--- config.mk ---
export PLATFORM = sky130hd
export DESIGN_NAME = data_region_addr_gen_flat
export DESIGN_NICKNAME = d
export VERILOG_FILES = /design/src/rtl/data_region_addr_gen_pkg.sv /design/src/rtl/data_region_addr_gen_if.sv /design/src/rtl/data_region_addr_gen_stack_ptr_unit.sv /design/src/rtl/data_region_addr_gen.sv /design/src/flat_wrapper.sv
export SDC_FILE = /design/constraint.sdc
export NUM_CORES = 1
export LEC_CHECK = 0
export CORE_MARGIN = 10
export CORE_UTILIZATION = 47
export DETAILED_ROUTE_END_ITERATION = 10
export GPL_TIMING_DRIVEN = 0
export PLACE_DENSITY = 0.76
export SYNTH_ARGS = -nofsm -noshare
export SYNTH_HDL_FRONTEND = slang
export SYNTH_HIERARCHICAL = 1
export SYNTH_SLANG_ARGS = --single-unit
--- constraint.sdc ---
create_clock -name clk -period 2.3 [get_ports clk]
set_input_delay 0.345 -clock clk [delete_from_list [all_inputs] [get_ports clk]]
set_output_delay 0.345 -clock clk [all_outputs]
set_load 0.02 [all_outputs]
--- src/rtl/data_region_addr_gen_pkg.sv ---
// ---------------------------------------------------------------------------
// dag_pkg
//   Shared definitions for the data-region / stack address generator.
//   mode_e : request opcode carried on the request bus
//            MODE_DIRECT  - offset into the data region (modulo wrap)
//            MODE_PUSH    - stack push address (post-decrement SP)
//            MODE_POP     - stack pop address (pre-increment SP)
//            MODE_SP_LOAD - load a new stack pointer, no address produced
// ---------------------------------------------------------------------------
package dag_pkg;

    typedef enum logic [1:0] {
        MODE_DIRECT  = 2'b00,
        MODE_PUSH    = 2'b01,
        MODE_POP     = 2'b10,
        MODE_SP_LOAD = 2'b11
    } mode_e;

endpackage

--- src/rtl/data_region_addr_gen_if.sv ---
// ---------------------------------------------------------------------------
// data_region_addr_gen_if
//   Request/response bus of the address generator.
//   Request side  : in_valid, in_ready, mode, addr_in
//   Response side : out_valid, out_ready, addr_out
//   Status        : sp, depth, err_ovf, err_unf, err_range
//   master : the requester/consumer (drives requests, accepts addresses)
//   slave  : the address generator
// ---------------------------------------------------------------------------
interface data_region_addr_gen_if
    import dag_pkg::*;
#(
    parameter int unsigned ADDR_W  = 8,
    parameter int unsigned DEPTH_W = 6
);

    logic               in_valid;
    logic               in_ready;
    mode_e              mode;
    logic [ADDR_W-1:0]  addr_in;
    logic               out_valid;
    logic               out_ready;
    logic [ADDR_W-1:0]  addr_out;
    logic [ADDR_W-1:0]  sp;
    logic [DEPTH_W-1:0] depth;
    logic               err_ovf;
    logic               err_unf;
    logic               err_range;

    modport master (
        output in_valid, mode, addr_in, out_ready,
        input  in_ready, out_valid, addr_out, sp, depth,
               err_ovf, err_unf, err_range
    );

    modport slave (
        input  in_valid, mode, addr_in, out_ready,
        output in_ready, out_valid, addr_out, sp, depth,
               err_ovf, err_unf, err_range
    );

endinterface

--- src/rtl/data_region_addr_gen_stack_ptr_unit.sv ---
// ---------------------------------------------------------------------------
// stack_ptr_unit
//   Owns the downward-growing stack pointer and occupancy counter.
//   clk, rst      : clock, synchronous active-high reset
//   i_push/i_pop/i_load : accepted request of that kind (mutually exclusive)
//   i_load_val    : new SP value for a load
//   o_sp, o_depth : current SP (next free slot) and occupied bytes
//   o_full/o_empty: combinational occupancy flags for the current state
//   o_err_*       : one-cycle pulses for refused push / pop / out-of-range load
// ---------------------------------------------------------------------------
module stack_ptr_unit #(
    parameter int unsigned ADDR_W     = 8,
    parameter int unsigned STACK_BASE = 224,
    parameter int unsigned STACK_SIZE = 32,
    parameter int unsigned DEPTH_W    = 6
) (
    input  logic               clk,
    input  logic               rst,
    input  logic               i_push,
    input  logic               i_pop,
    input  logic               i_load,
    input  logic [ADDR_W-1:0]  i_load_val,
    output logic [ADDR_W-1:0]  o_sp,
    output logic [DEPTH_W-1:0] o_depth,
    output logic               o_full,
    output logic               o_empty,
    output logic               o_err_ovf,
    output logic               o_err_unf,
    output logic               o_err_range
);

    localparam int unsigned       STACK_TOP = STACK_BASE + STACK_SIZE - 1;
    localparam logic [ADDR_W:0]   C_TOP_X   = (ADDR_W+1)'(STACK_TOP);
    localparam logic [ADDR_W:0]   C_BASE_X  = (ADDR_W+1)'(STACK_BASE);
    localparam logic [DEPTH_W-1:0] C_SIZE   = DEPTH_W'(STACK_SIZE);

    logic [ADDR_W-1:0]  r_sp;
    logic [DEPTH_W-1:0] r_depth;
    logic               r_err_ovf;
    logic               r_err_unf;
    logic               r_err_range;

    logic [ADDR_W:0]    w_load_x;
    logic               w_load_ok;
    logic [DEPTH_W-1:0] w_load_depth;

    assign o_full  = (r_depth == C_SIZE);
    assign o_empty = (r_depth == '0);

    // STACK_BASE-1 is a legal load (empty-below-base = full stack), so the
    // lower bound is checked as val+1 >= base in the widened domain.
    assign w_load_x     = {1'b0, i_load_val};
    assign w_load_ok    = ((w_load_x + (ADDR_W+1)'(1)) >= C_BASE_X) && (w_load_x <= C_TOP_X);
    assign w_load_depth = DEPTH_W'(C_TOP_X - w_load_x);

    always_ff @(posedge clk) begin
        if (rst) begin
            r_sp        <= ADDR_W'(STACK_TOP);
            r_depth     <= '0;
            r_err_ovf   <= 1'b0;
            r_err_unf   <= 1'b0;
            r_err_range <= 1'b0;
        end else begin
            r_err_ovf   <= 1'b0;
            r_err_unf   <= 1'b0;
            r_err_range <= 1'b0;
            if (i_push) begin
                if (!o_full) begin
                    r_sp    <= r_sp - ADDR_W'(1);
                    r_depth <= r_depth + DEPTH_W'(1);
                end else begin
                    r_err_ovf <= 1'b1;
                end
            end else if (i_pop) begin
                if (!o_empty) begin
                    r_sp    <= r_sp + ADDR_W'(1);
                    r_depth <= r_depth - DEPTH_W'(1);
                end else begin
                    r_err_unf <= 1'b1;
                end
            end else if (i_load) begin
                if (w_load_ok) begin
                    r_sp    <= i_load_val;
                    r_depth <= w_load_depth;
                end else begin
                    r_err_range <= 1'b1;
                end
            end
        end
    end

    assign o_sp        = r_sp;
    assign o_depth     = r_depth;
    assign o_err_ovf   = r_err_ovf;
    assign o_err_unf   = r_err_unf;
    assign o_err_range = r_err_range;

endmodule

--- src/rtl/data_region_addr_gen.sv ---
// ---------------------------------------------------------------------------
// data_region_addr_gen
//   Maps data-memory offsets into [DATA_BASE, DATA_BASE+DATA_SIZE-1] with
//   modulo wrap, and serves PUSH/POP/SP_LOAD requests against a downward
//   growing stack. One registered address per accepted request, latency 1.
//   clk : clock (posedge)
//   rst : synchronous active-high reset
//   bus : request/response/status interface (slave side)
// ---------------------------------------------------------------------------
module data_region_addr_gen
    import dag_pkg::*;
#(
    parameter int unsigned ADDR_W     = 8,
    parameter int unsigned DATA_BASE  = 128,
    parameter int unsigned DATA_SIZE  = 96,
    parameter int unsigned STACK_BASE = 224,
    parameter int unsigned STACK_SIZE = 32
) (
    input  logic                  clk,
    input  logic                  rst,
    data_region_addr_gen_if.slave bus
);

    localparam int unsigned DEPTH_W    = $clog2(STACK_SIZE + 1);
    localparam longint      ADDR_SPACE = longint'(1) << ADDR_W;

    if (DATA_SIZE == 0 || longint'(DATA_BASE) + longint'(DATA_SIZE) > ADDR_SPACE) begin : g_bad_data
        $error("data region does not fit in the address space");
    end
    if (STACK_SIZE == 0 || longint'(STACK_BASE) + longint'(STACK_SIZE) > ADDR_SPACE) begin : g_bad_stack
        $error("stack region does not fit in the address space");
    end
    if (DATA_BASE < STACK_BASE + STACK_SIZE && STACK_BASE < DATA_BASE + DATA_SIZE) begin : g_overlap
        $error("data and stack regions overlap");
    end

    localparam logic [ADDR_W:0] C_DSIZE_X = (ADDR_W+1)'(DATA_SIZE);
    localparam logic [ADDR_W:0] C_DBASE_X = (ADDR_W+1)'(DATA_BASE);

    logic               r_out_valid;
    logic [ADDR_W-1:0]  r_addr;

    logic               w_accept;
    logic [ADDR_W:0]    w_mod;
    logic [ADDR_W-1:0]  w_direct_addr;
    logic [ADDR_W-1:0]  w_sp;
    logic [ADDR_W-1:0]  w_sp_inc;
    logic [DEPTH_W-1:0] w_depth;
    logic               w_full;
    logic               w_empty;
    logic               w_push;
    logic               w_pop;
    logic               w_load;
    logic               w_emit;
    logic [ADDR_W-1:0]  w_emit_addr;

    assign bus.in_ready = !r_out_valid || bus.out_ready;
    assign w_accept     = bus.in_valid && bus.in_ready;

    // Region checks above guarantee base + (offset mod size) and sp + 1 of a
    // non-empty stack fit in ADDR_W, so narrowing the widened sums is exact.
    assign w_mod         = {1'b0, bus.addr_in} % C_DSIZE_X;
    assign w_direct_addr = ADDR_W'(w_mod + C_DBASE_X);
    assign w_sp_inc      = ADDR_W'({1'b0, w_sp} + (ADDR_W+1)'(1));

    always_comb begin
        w_push      = 1'b0;
        w_pop       = 1'b0;
        w_load      = 1'b0;
        w_emit      = 1'b0;
        w_emit_addr = w_direct_addr;
        if (w_accept) begin
            case (bus.mode)
                MODE_DIRECT: begin
                    w_emit = 1'b1;
                end
                MODE_PUSH: begin
                    w_push      = 1'b1;
                    w_emit      = !w_full;
                    w_emit_addr = w_sp;
                end
                MODE_POP: begin
                    w_pop       = 1'b1;
                    w_emit      = !w_empty;
                    w_emit_addr = w_sp_inc;
                end
                MODE_SP_LOAD: begin
                    w_load = 1'b1;
                end
                default: ;
            endcase
        end
    end

    // A refused or SP_LOAD request still consumes the slot: out_valid drops,
    // addr_out keeps its last value.
    always_ff @(posedge clk) begin
        if (rst) begin
            r_out_valid <= 1'b0;
            r_addr      <= ADDR_W'(DATA_BASE);
        end else if (w_accept) begin
            r_out_valid <= w_emit;
            if (w_emit) begin
                r_addr <= w_emit_addr;
            end
        end else if (bus.out_ready) begin
            r_out_valid <= 1'b0;
        end
    end

    stack_ptr_unit #(
        .ADDR_W     (ADDR_W),
        .STACK_BASE (STACK_BASE),
        .STACK_SIZE (STACK_SIZE),
        .DEPTH_W    (DEPTH_W)
    ) u_stack (
        .clk         (clk),
        .rst         (rst),
        .i_push      (w_push),
        .i_pop       (w_pop),
        .i_load      (w_load),
        .i_load_val  (bus.addr_in),
        .o_sp        (w_sp),
        .o_depth     (w_depth),
        .o_full      (w_full),
        .o_empty     (w_empty),
        .o_err_ovf   (bus.err_ovf),
        .o_err_unf   (bus.err_unf),
        .o_err_range (bus.err_range)
    );

    assign bus.out_valid = r_out_valid;
    assign bus.addr_out  = r_addr;
    assign bus.sp        = w_sp;
    assign bus.depth     = w_depth;

endmodule

--- src/flat_wrapper.sv ---
// flat-port wrapper written by rule: the top's interface ports become plain ports
module data_region_addr_gen_flat import dag_pkg::*;
#(
    parameter int unsigned ADDR_W     = 8,
    parameter int unsigned DATA_BASE  = 128,
    parameter int unsigned DATA_SIZE  = 96,
    parameter int unsigned STACK_BASE = 224,
    parameter int unsigned STACK_SIZE = 32
)
  (clk, rst, bus_in_valid, bus_mode, bus_addr_in, bus_out_ready, bus_in_ready, bus_out_valid, bus_addr_out, bus_sp, bus_depth, bus_err_ovf, bus_err_unf, bus_err_range);
  data_region_addr_gen_if #(.ADDR_W(ADDR_W), .DEPTH_W(6)) bus_i ();
  input  logic clk;
  input  logic rst;
  input wire logic [$bits(bus_i.in_valid)-1:0] bus_in_valid;
  input wire logic [$bits(bus_i.mode)-1:0] bus_mode;
  input wire logic [$bits(bus_i.addr_in)-1:0] bus_addr_in;
  input wire logic [$bits(bus_i.out_ready)-1:0] bus_out_ready;
  output wire logic [$bits(bus_i.in_ready)-1:0] bus_in_ready;
  output wire logic [$bits(bus_i.out_valid)-1:0] bus_out_valid;
  output wire logic [$bits(bus_i.addr_out)-1:0] bus_addr_out;
  output wire logic [$bits(bus_i.sp)-1:0] bus_sp;
  output wire logic [$bits(bus_i.depth)-1:0] bus_depth;
  output wire logic [$bits(bus_i.err_ovf)-1:0] bus_err_ovf;
  output wire logic [$bits(bus_i.err_unf)-1:0] bus_err_unf;
  output wire logic [$bits(bus_i.err_range)-1:0] bus_err_range;
  assign bus_i.in_valid = bus_in_valid;
  assign bus_i.mode = bus_mode;
  assign bus_i.addr_in = bus_addr_in;
  assign bus_i.out_ready = bus_out_ready;
  assign bus_in_ready = bus_i.in_ready;
  assign bus_out_valid = bus_i.out_valid;
  assign bus_addr_out = bus_i.addr_out;
  assign bus_sp = bus_i.sp;
  assign bus_depth = bus_i.depth;
  assign bus_err_ovf = bus_i.err_ovf;
  assign bus_err_unf = bus_i.err_unf;
  assign bus_err_range = bus_i.err_range;
  data_region_addr_gen #(.ADDR_W(ADDR_W), .DATA_BASE(DATA_BASE), .DATA_SIZE(DATA_SIZE), .STACK_BASE(STACK_BASE), .STACK_SIZE(STACK_SIZE)) u_core (.clk(clk), .rst(rst), .bus(bus_i));
endmodule
==> results of run 1 <==
-- state kept, by name (all words and copies together), names as in the netlist --
| name | cells |
|---|---|
| u_core/bus.addr_out | 8 |
| u_core/u_stack/o_depth | 6 |
| u_core/u_stack/o_sp | 8 |
| u_core/u_stack/o_err_unf | 1 |
| u_core/u_stack/o_err_ovf | 1 |
| u_core/bus.out_valid | 1 |
| u_core/u_stack/o_err_range | 1 |
-- critical path, stage by stage --
cell           delay [ns]
dlygate4sd2_1        0.28
inv_2                0.07
ha_2                 0.18
buf_6                0.12
inv_2                0.07
nor2_4               0.21
buf_4                0.15
clkbuf_2             0.24
nand2b_1             0.14
a21oi_1              0.07
a2111oi_1            0.37
o21ai_0              0.11
-- what timing repair did --
action,4_1_cts,5_1_grt
pin swaps,2,4
setup endpoints to repair,15,19
gates resized for setup,16,11
buffers inserted,3,8
-- cells by family after synthesis --
kind of cell | Yosys count | synth area share (%)
AND/OR/NAND/NOR | 117 | 29.3
AO/OA/AOI/OAI | 84 | 27.7
buffers and inverters | 34 | 8.10
flip-flops | 26 | 24.8
adder cells (fa/ha/maj) | 11 | 6.56
XOR/XNOR | 5 | 2.09
multiplexers | 3 | 1.49
-- metrics by stage --
stage | hold slack, ns | setup slack [ns]
after global placement | 0.441 | -0.885
after global routing | 0.499 | -0.00262
after CTS | 0.462 | 0.0832
final | 0.462 | 0.114
after detailed placement | 0.447 | -0.907
after floorplan | 0.492 | 0.0417
-- layout make-up --
class | instances | area [sq um]
clock buffer | 4 | 55.1
buffer | 21 | 141
inverter | 13 | 48.8
fill | 398 | 1600
timing repair buffer | 51 | 477
tap | 52 | 65.1
sequential | 26 | 527
multi-input combinational | 220 | 1440
-- worst max-delay path by stage --
stage                                   start  slack, ns                   endpoint  depth (start not counted)
floorplan                         bus_mode[0]       0.04     u_core/u_stack/o_sp[1]                         13
global placement                  bus_mode[0]      -0.88     u_core/u_stack/o_sp[1]                         14
detailed placement                bus_mode[0]      -0.91  u_core/u_stack/o_depth[2]                         14
CTS                 u_core/u_stack/o_depth[0]       0.08     u_core/bus.addr_out[7]                         10
global route                      bus_mode[0]     -0.003     u_core/u_stack/o_sp[2]                         13
finish                            bus_mode[0]       0.11     u_core/u_stack/o_sp[6]                         12
-- placed cells by master, fill, tap and decap left out, types with 5 or more instances in the layout --
cell type / n
clkdlybuf4s50_1: 38
nor3_1: 11
ha_1: 10
buf_6: 5
dfxtp_1: 23
nand3_1: 10
a211o_1: 6
nor2_1: 21
a22oi_1: 5
a21oi_1: 23
o22ai_1: 5
nand2_1: 33
a31oi_1: 5
buf_4: 14
and3_1: 5
o21ai_0: 10
buf_2: 7
inv_1: 10
nand4_1: 8
-- cells in the mapped netlist, types with 3 or more instances --
cell,n,share of area (%)
nand2_1,33,5.9
dfxtp_1,26,25
nor2_1,24,4.3
a21oi_1,23,5.5
inv_1,12,2.1
ha_1,11,6.6
nor3_1,11,2.6
buf_2,10,2.4
nand3_1,10,2.4
o21ai_0,10,2.4
nand4_1,8,2.4
a211o_1,6,2.5
a22oi_1,5,1.8
a31oi_1,5,1.5
and3_1,5,1.5
o22ai_1,5,1.5
a211oi_1,4,1.4
clkbuf_1,4,0.71
nor3b_1,4,1.4
o211ai_1,4,1.4
buf_6,3,1.6
nand2b_1,3,0.89
or3_1,3,0.89
xor2_1,3,1.3
-- layer usage --
metal	share of wire [%]	vias up	track usage (%)	routed length, microns
li1	-	1152	-	-
met1	43	1103	22.9	2820
met2	48	123	26.3	3100
met3	8.2	6	2.91	537
met4	0.88	0	6.04	57
met5	0	-	0	0
-- report_power, final --
| group | internal (mW) | switching (mW) |
|---|---|---|
| Combinational | 0.215 | 0.259 |
| Sequential | 0.477 | 0.0408 |
| Clock | 0.154 | 0.161 |
| Total | 0.845 | 0.460 |
==> reports/metrics.csv, run 1 <==
metric,value,unit
Worst Hold Class,flip-flop to flip-flop,
crit path max fanout,10,
core box area,4350,sq um
fin cells,387,
fin. max-slew vios,0,
status,"finished, final reports clean",
die width,86.8,microns
total power,1.30,mW
DR WL/cell,16.8,microns
cts bufs inserted,3,
layout net count,361,
final-report hold violation count,0,
min cycle time layout,2.19,ns
Final Cycle Share,95.0,%
Post-DP HPWL,4.60,mm
Die Ht,86.8,microns
vias in the first global route,2153,
Syn Nets,305,
RD Place Congestion,0.908,
Async SR Flop Fraction,0,%
Pwr Density,474,nW/um^2
gr usage total,17.0,%
Port-buffer cells,40,
Hold Path Sink,u_core/bus.addr_out[1],
grt ovf,0,
Setup crit end kind,flip-flop,
Worst-path clk slew,0.10,ns
TritonCTS clock tree,built,
# diodes,0,
CTS H-tree depth,1,
Synth Cell Area,2100,sq um
TNS Setup,0,ns
Peak Freq,458,MHz
Setup Viol. Count Final,0,
"Core Util, Final",63.2,%
R2R setup slack,0.15,ns
Seq cells post-synth,26,
first-pass GRT wire length,10.7,mm
leakage,1.14,nW
"Arr. time, crit path",2.35,ns
"Seq/Total Area, Yosys",24.8,%
DRC Markers,0,
Final Cell Area,2750,sq um
R2R Path Start,u_core/u_stack/o_sp[0],
Pre-antenna DRT Iters,5,
RSZ-0062 raised after global routing,yes,
area grow syn2layout,31.0,%
clock tree sinks,26,
# hold bufs at CTS,0,
synthesized netlist cell count,280,
first-iteration detailed-routing DRC count,298,
num rows,24,
Worst-Skew Late Latency,0.28,ns
Synth warnings,6,
share of layout cells above drive strength 1,15.8,%
drt total wl,6.51,mm
routed via count,2384,
clock tree buffer depth,2,
worst rel slew slack,64.0,%
placed inst area,2560,sq um
Worst Clk Skew,0.00894,ns
actual slew at the worst max-slew pin,0.540,ns
placed cells,372,
antenna-violating nets left,0,
I/O pins,41,
Post-synth top flop,dfxtp_1,
initial antenna violation count,0,
vias per cell,6.16,
"EDFF count, synth",0,
"Avg Cell Area, Syn",7.50,sq um
CP startpoint kind,primary input,
Worst Hold Launch,u_core/bus.addr_out[1],
peak supply drop,197,uV
cells on worst reg2reg path,7,
largest net degree at the start of global routing,15,
number of library cell types mapped by synthesis,59,
CTS Root Cell,clkbuf_8,
RR Endpoint,u_core/u_stack/o_sp[6],
DIE AREA,7540,sq um
WP data required,2.47,ns
Setup CP Type,primary input to flip-flop,
total of max-cap violations,0,
Starting Density,48.2,%
hold path cells,2,
No activity file was read; power rests on OpenSTA's default activity.
==> inputs of run 2 (changes only) <==
CORE_UTILIZATION = 40   (was 47)
PLACE_DENSITY = 0.67   (was 0.76)
==> reports/metrics.csv, run 2 (synthesized netlist as in run 1, its figures left out) <==
metric,value,unit,change
status,"finished, final reports clean",,
grt ovf,0,,unchanged
Starting Density,41.1,%,-7.1 points
initial antenna violation count,0,,unchanged
R2R Path Start,u_core/u_stack/o_depth[0],,
vias in the first global route,2116,,-1.7%
DRC Markers,0,,unchanged
Post-DP HPWL,4.67,mm,+1.7%
first-pass GRT wire length,10.4,mm,-3.4%
"Core Util, Final",55.0,%,-8.2 points
drt total wl,6.47,mm,-0.61%
I/O pins,41,,unchanged
"commonest non-fill, non-tap cell in the layout",clkdlybuf4s50_1,,
crit path max fanout,10,,unchanged
cts bufs inserted,3,,unchanged
Worst-Skew Late Latency,0.28,ns,about the same
placed inst area,2590,sq um,+0.88%
register share of total power,37.4,%,-2.3 points
CTS Root Cell,clkbuf_8,,
die width,92.5,microns,+6.5%
# hold bufs at CTS,0,,unchanged
final-report hold violation count,0,,unchanged
antenna-violating nets left,0,,unchanged
DR WL/cell,16.0,microns,-5.0%
WP data required,2.45,ns,-0.02 ns
Peak Freq,466,MHz,+1.9%
Pre-antenna DRT Iters,4,,-1
CP startpoint kind,primary input,,
most frequent cells in the layout,"38 x clkdlybuf4s50_1, 33 x nand2_1, 23 x a21oi_1",,
gr usage total,14.3,%,-2.7 points
post-route setup slack,0.154,ns,+0.0399 ns
core box area,5110,sq um,+17%
Pwr Density,493,nW/um^2,+4.0%
Worst Hold Class,flip-flop to flip-flop,,
largest net degree at the start of global routing,16,,+1
Worst-path clk slew,0.10,ns,about the same
Sw Pwr,459,uW,-0.17%
clock tree buffer depth,2,,unchanged
cells on worst reg2reg path,10,,+3
Comb pwr share,34.0,%,-2.3 points
peak supply drop,333,uV,+69%
RD Place Congestion,0.847,,-6.7%
num rows,26,,+8.3%
leakage,1.15,nW,+0.25%
actual slew at the worst max-slew pin,0.577,ns,+0.0374 ns
vias per cell,5.72,,-7.2%
Setup CP Type,primary input to flip-flop,,
Final Cell Area,2810,sq um,+2.1%
layout net count,361,,unchanged
TNS Setup,0,ns,unchanged
clock tree sinks,26,,unchanged
area grow syn2layout,33.8,%,
first-iteration detailed-routing DRC count,226,,-24%
hold path cells,2,,unchanged
Worst Clk Skew,0.00702,ns,-0.00192 ns
fin. max-slew vios,0,,unchanged
routed via count,2316,,-2.9%
"Arr. time, crit path",2.30,ns,-0.05 ns
DIE AREA,8550,sq um,+13%
CTS H-tree depth,1,,unchanged
Final Cycle Share,93.3,%,-1.7 points
Worst Hold Launch,u_core/bus.addr_out[4],,
total of max-cap violations,0,,unchanged
Port-buffer cells,40,,unchanged
min cycle time layout,2.15,ns,-0.0399 ns
Setup crit end kind,flip-flop,,
switching part of the total,33.1,%,-2.1 points
# diodes,0,,unchanged
Crit. Startpoint,bus_out_ready,,
worst rel slew slack,61.5,%,-2.4 points
Die Ht,92.5,microns,+6.5%
Setup Viol. Count Final,0,,unchanged
share of layout cells above drive strength 1,17.0,%,+1.2 points
P_int,927,uW,+9.7%
TritonCTS clock tree,built,,
Clk pwr share,28.6,%,+4.5 points
worst hold margin,0.460,ns,-0.00254 ns
pre-CTS WS,-0.928,ns,-0.0210 ns
## run 2: worst paths after layout
path	to	slack, ns
max	u_core/u_stack/o_sp[5]	0.15
min	u_core/bus.addr_out[4]	0.46
max reg2reg	u_core/bus.addr_out[7]	0.17
min reg2reg	u_core/bus.addr_out[4]	0.46
## run 2: metal layers
| metal | routed length [microns] | vias to the layer above | GRT usage, % |
|---|---|---|---|
| li1 | - | 1151 | - |
| met4 | 93 | 0 | 4.76 |
| met2 | 3140 | 87 | 23.8 |
| met3 | 441 | 7 | 1.69 |
| met1 | 2800 | 1071 | 18.6 |
| met5 | 0 | - | 0 |
## run 2: power by group through the flow
stage / Clock (mW) / Combinational [mW] / Sequential [mW]
finish: 0.396 / 0.471 / 0.519
global route: 0.428 / 0.517 / 0.525
CTS: 0.414 / 0.443 / 0.518
detailed placement: 0 / 0.432 / 0.528
global placement: 0 / 0.429 / 0.528
floorplan: 0 / 0.254 / 0.551
## run 2: area by class of cell
cell class / instances / area, sq um
Buffer: 21 / 144
Clock buffer: 3 / 41.3
Clock inverter: 1 / 30.0
Fill cell: 487 / 2300
Inverter: 13 / 52.6
Multi-Input combinational cell: 220 / 1440
Sequential cell: 26 / 526
Tap cell: 70 / 87.6
Timing Repair Buffer: 51 / 485
## run 2: worst max-delay path, cell delays in order
cell	delay, ns
clkdlybuf4s50_1	0.40
nand2b_4	0.16
and3_1	0.18
buf_4	0.18
nand2b_1	0.14
buf_2	0.17
or4_1	0.50
nand4_1	0.10
o311ai_0	0.11
## run 2: through the flow
| stage | instances | power, mW |
|---|---|---|
| finish | 405 | 1.39 |
| global route | 405 | 1.47 |
| CTS | 399 | 1.38 |
| detailed placement | 390 | 0.960 |
| global placement | 390 | 0.957 |
| floorplan | 280 | 0.805 |
## run 2: what timing repair did
action	4_1_cts	5_1_grt
setup buffers	5	6
pin swaps	1	5
gates cloned	0	0
resized for setup	11	21
setup endpoints to repair	15	21
==> inputs of run 3 (changes only) <==
CORE_MARGIN = 3   (was 10)
==> reports/metrics.csv, run 3 (synthesized netlist as in run 1, its figures left out) <==
metric,value,unit,change
clock tree sinks,26,,unchanged
DRC Markers,0,,unchanged
share of layout cells above drive strength 1,13.7,%,-3.3 points
DR WL/cell,15.4,microns,-4.0%
die width,78.5,microns,-15%
# diodes,0,,unchanged
Port-buffer cells,40,,unchanged
CP startpoint kind,primary input,,
area grow syn2layout,29.6,%,
RR Endpoint,u_core/bus.addr_out[3],,
RSZ-0062 raised after global routing,no,,
TNS Setup,0,ns,unchanged
Setup crit end kind,flip-flop,,
gr usage total,19.6,%,+5.3 points
Setup CP Type,primary input to flip-flop,,
"Core Util, Final",55.4,%,+0.39 points
Peak Freq,458,MHz,-1.7%
TritonCTS clock tree,built,,
total of max-cap violations,0,,unchanged
Final Cycle Share,94.9,%,+1.7 points
min cycle time layout,2.18,ns,+0.0381 ns
Worst-path clk slew,0.09,ns,about the same
"Arr. time, crit path",2.35,ns,+0.05 ns
first-iteration detailed-routing DRC count,179,,-21%
peak supply drop,459,uV,+38%
clock tree buffer depth,2,,unchanged
DIE AREA,6150,sq um,-28%
layout net count,356,,-1.4%
actual slew at the worst max-slew pin,0.560,ns,-0.0166 ns
RD Place Congestion,0.858,,+1.2%
final-report hold violation count,0,,unchanged
vias per cell,5.81,,+1.7%
Hold Path Sink,u_core/bus.addr_out[0],,
largest net degree at the start of global routing,15,,-1
cts bufs inserted,3,,unchanged
Worst Hold Launch,u_core/bus.addr_out[0],,
cells on worst reg2reg path,9,,-1
CTS H-tree depth,1,,unchanged
first-pass GRT wire length,9.85,mm,-5.0%
Post-DP HPWL,4.40,mm,-5.9%
routed via count,2302,,-0.60%
Setup Viol. Count Final,0,,unchanged
leakage,1.11,nW,-3.3%
"commonest non-fill, non-tap cell in the layout",clkdlybuf4s50_1,,
hold path cells,2,,unchanged
R2R Path Start,u_core/u_stack/o_depth[1],,
core box area,4910,sq um,-3.8%
drt total wl,6.08,mm,-6.1%
WP data required,2.47,ns,+0.02 ns
fin. max-slew vios,0,,unchanged
Starting Density,42.8,%,+1.6 points
worst rel slew slack,62.6,%,+1.1 points
status,"finished, final reports clean",,
CTS Root Cell,clkbuf_8,,
Pre-antenna DRT Iters,5,,+1
Die Ht,78.5,microns,-15%
antenna-violating nets left,0,,unchanged
I/O pins,41,,unchanged
most frequent cells in the layout,"38 x clkdlybuf4s50_1, 33 x nand2_1, 24 x dfxtp_1",,
crit path max fanout,10,,unchanged
Worst-Skew Late Latency,0.27,ns,about the same
R2R setup slack,0.13,ns,-0.04 ns
grt ovf,0,,unchanged
Pwr Density,456,nW/um^2,-7.5%
Worst Clk Skew,0.00804,ns,+0.00102 ns
initial antenna violation count,0,,unchanged
vias in the first global route,2006,,-5.2%
num rows,25,,-3.8%
Worst Hold Class,flip-flop to flip-flop,,
run 3: worst max-delay path, stage by stage:
cell and delay [ns]:
dlygate4sd2_1 0.28, ha_1 0.20, buf_4 0.17, and3_2 0.26, nor2_2 0.18, o211ai_1 0.19
nand4_1 0.19, buf_4 0.20, nor3_1 0.08, a211oi_1 0.26
run 3: timing repair:
item                                    4_1_cts  5_1_grt
endpoints found under the setup margin       15       22
hold buffers                                  0        0
buffers inserted                              4        3
resized for setup                            10       15
pin swaps                                     2        3
run 3: how the worst max path moves through the flow:
stage / from / endpoint / slack (ns) / depth (start not counted)
finish: bus_mode[0] / u_core/u_stack/o_depth[0] / 0.12 / 10
global placement: bus_mode[0] / u_core/u_stack/o_sp[1] / -0.92 / 14
detailed placement: bus_mode[0] / u_core/u_stack/o_sp[1] / -0.92 / 14
floorplan: bus_mode[0] / u_core/u_stack/o_sp[1] / 0.04 / 13
global route: u_core/u_stack/o_depth[3] / u_core/bus.addr_out[4] / 0.004 / 11
CTS: u_core/u_stack/o_depth[0] / u_core/bus.addr_out[7] / 0.06 / 10
run 3: area by class of cell:
cell class                 count  area [sq um]
tap                           67          83.8
inverter                      13          51.3
buffer                        20           141
multi-input combinational    220          1430
clock buffer                   3          41.3
timing repair buffer          47           447
fill                         513          2190
sequential                    26           523
run 3: metrics by stage:
| stage | total power [mW] | hold WS, ns | cell area (sq um) | instances | worst slack, ns |
|---|---|---|---|---|---|
| 4_1_cts | 1.24 | 0.463 | 2670 | 394 | 0.0585 |
| 2_1_floorplan | 0.805 | 0.492 | 2100 | 280 | 0.0417 |
| 3_5_place_dp | 0.958 | 0.450 | 2580 | 387 | -0.924 |
| 5_1_grt | 1.32 | 0.494 | 2720 | 396 | 0.00390 |
| 3_3_place_gp | 0.956 | 0.444 | 2580 | 387 | -0.923 |
| 6_report | 1.24 | 0.460 | 2720 | 396 | 0.116 |
run 3: power by group:
group	switching, mW	internal [mW]	total [mW]
clock	0.147	0.118	0.264
combinational	0.252	0.207	0.459
sequential	0.0409	0.477	0.518
run 3: metal layers:
metal,vias up,GRT usage [%],part of all wire (%)
li1,1134,-,-
met1,1065,27.4,47
met2,96,31.8,45
met3,7,2.75,6.8
met4,0,4.55,1.2
met5,-,0,0
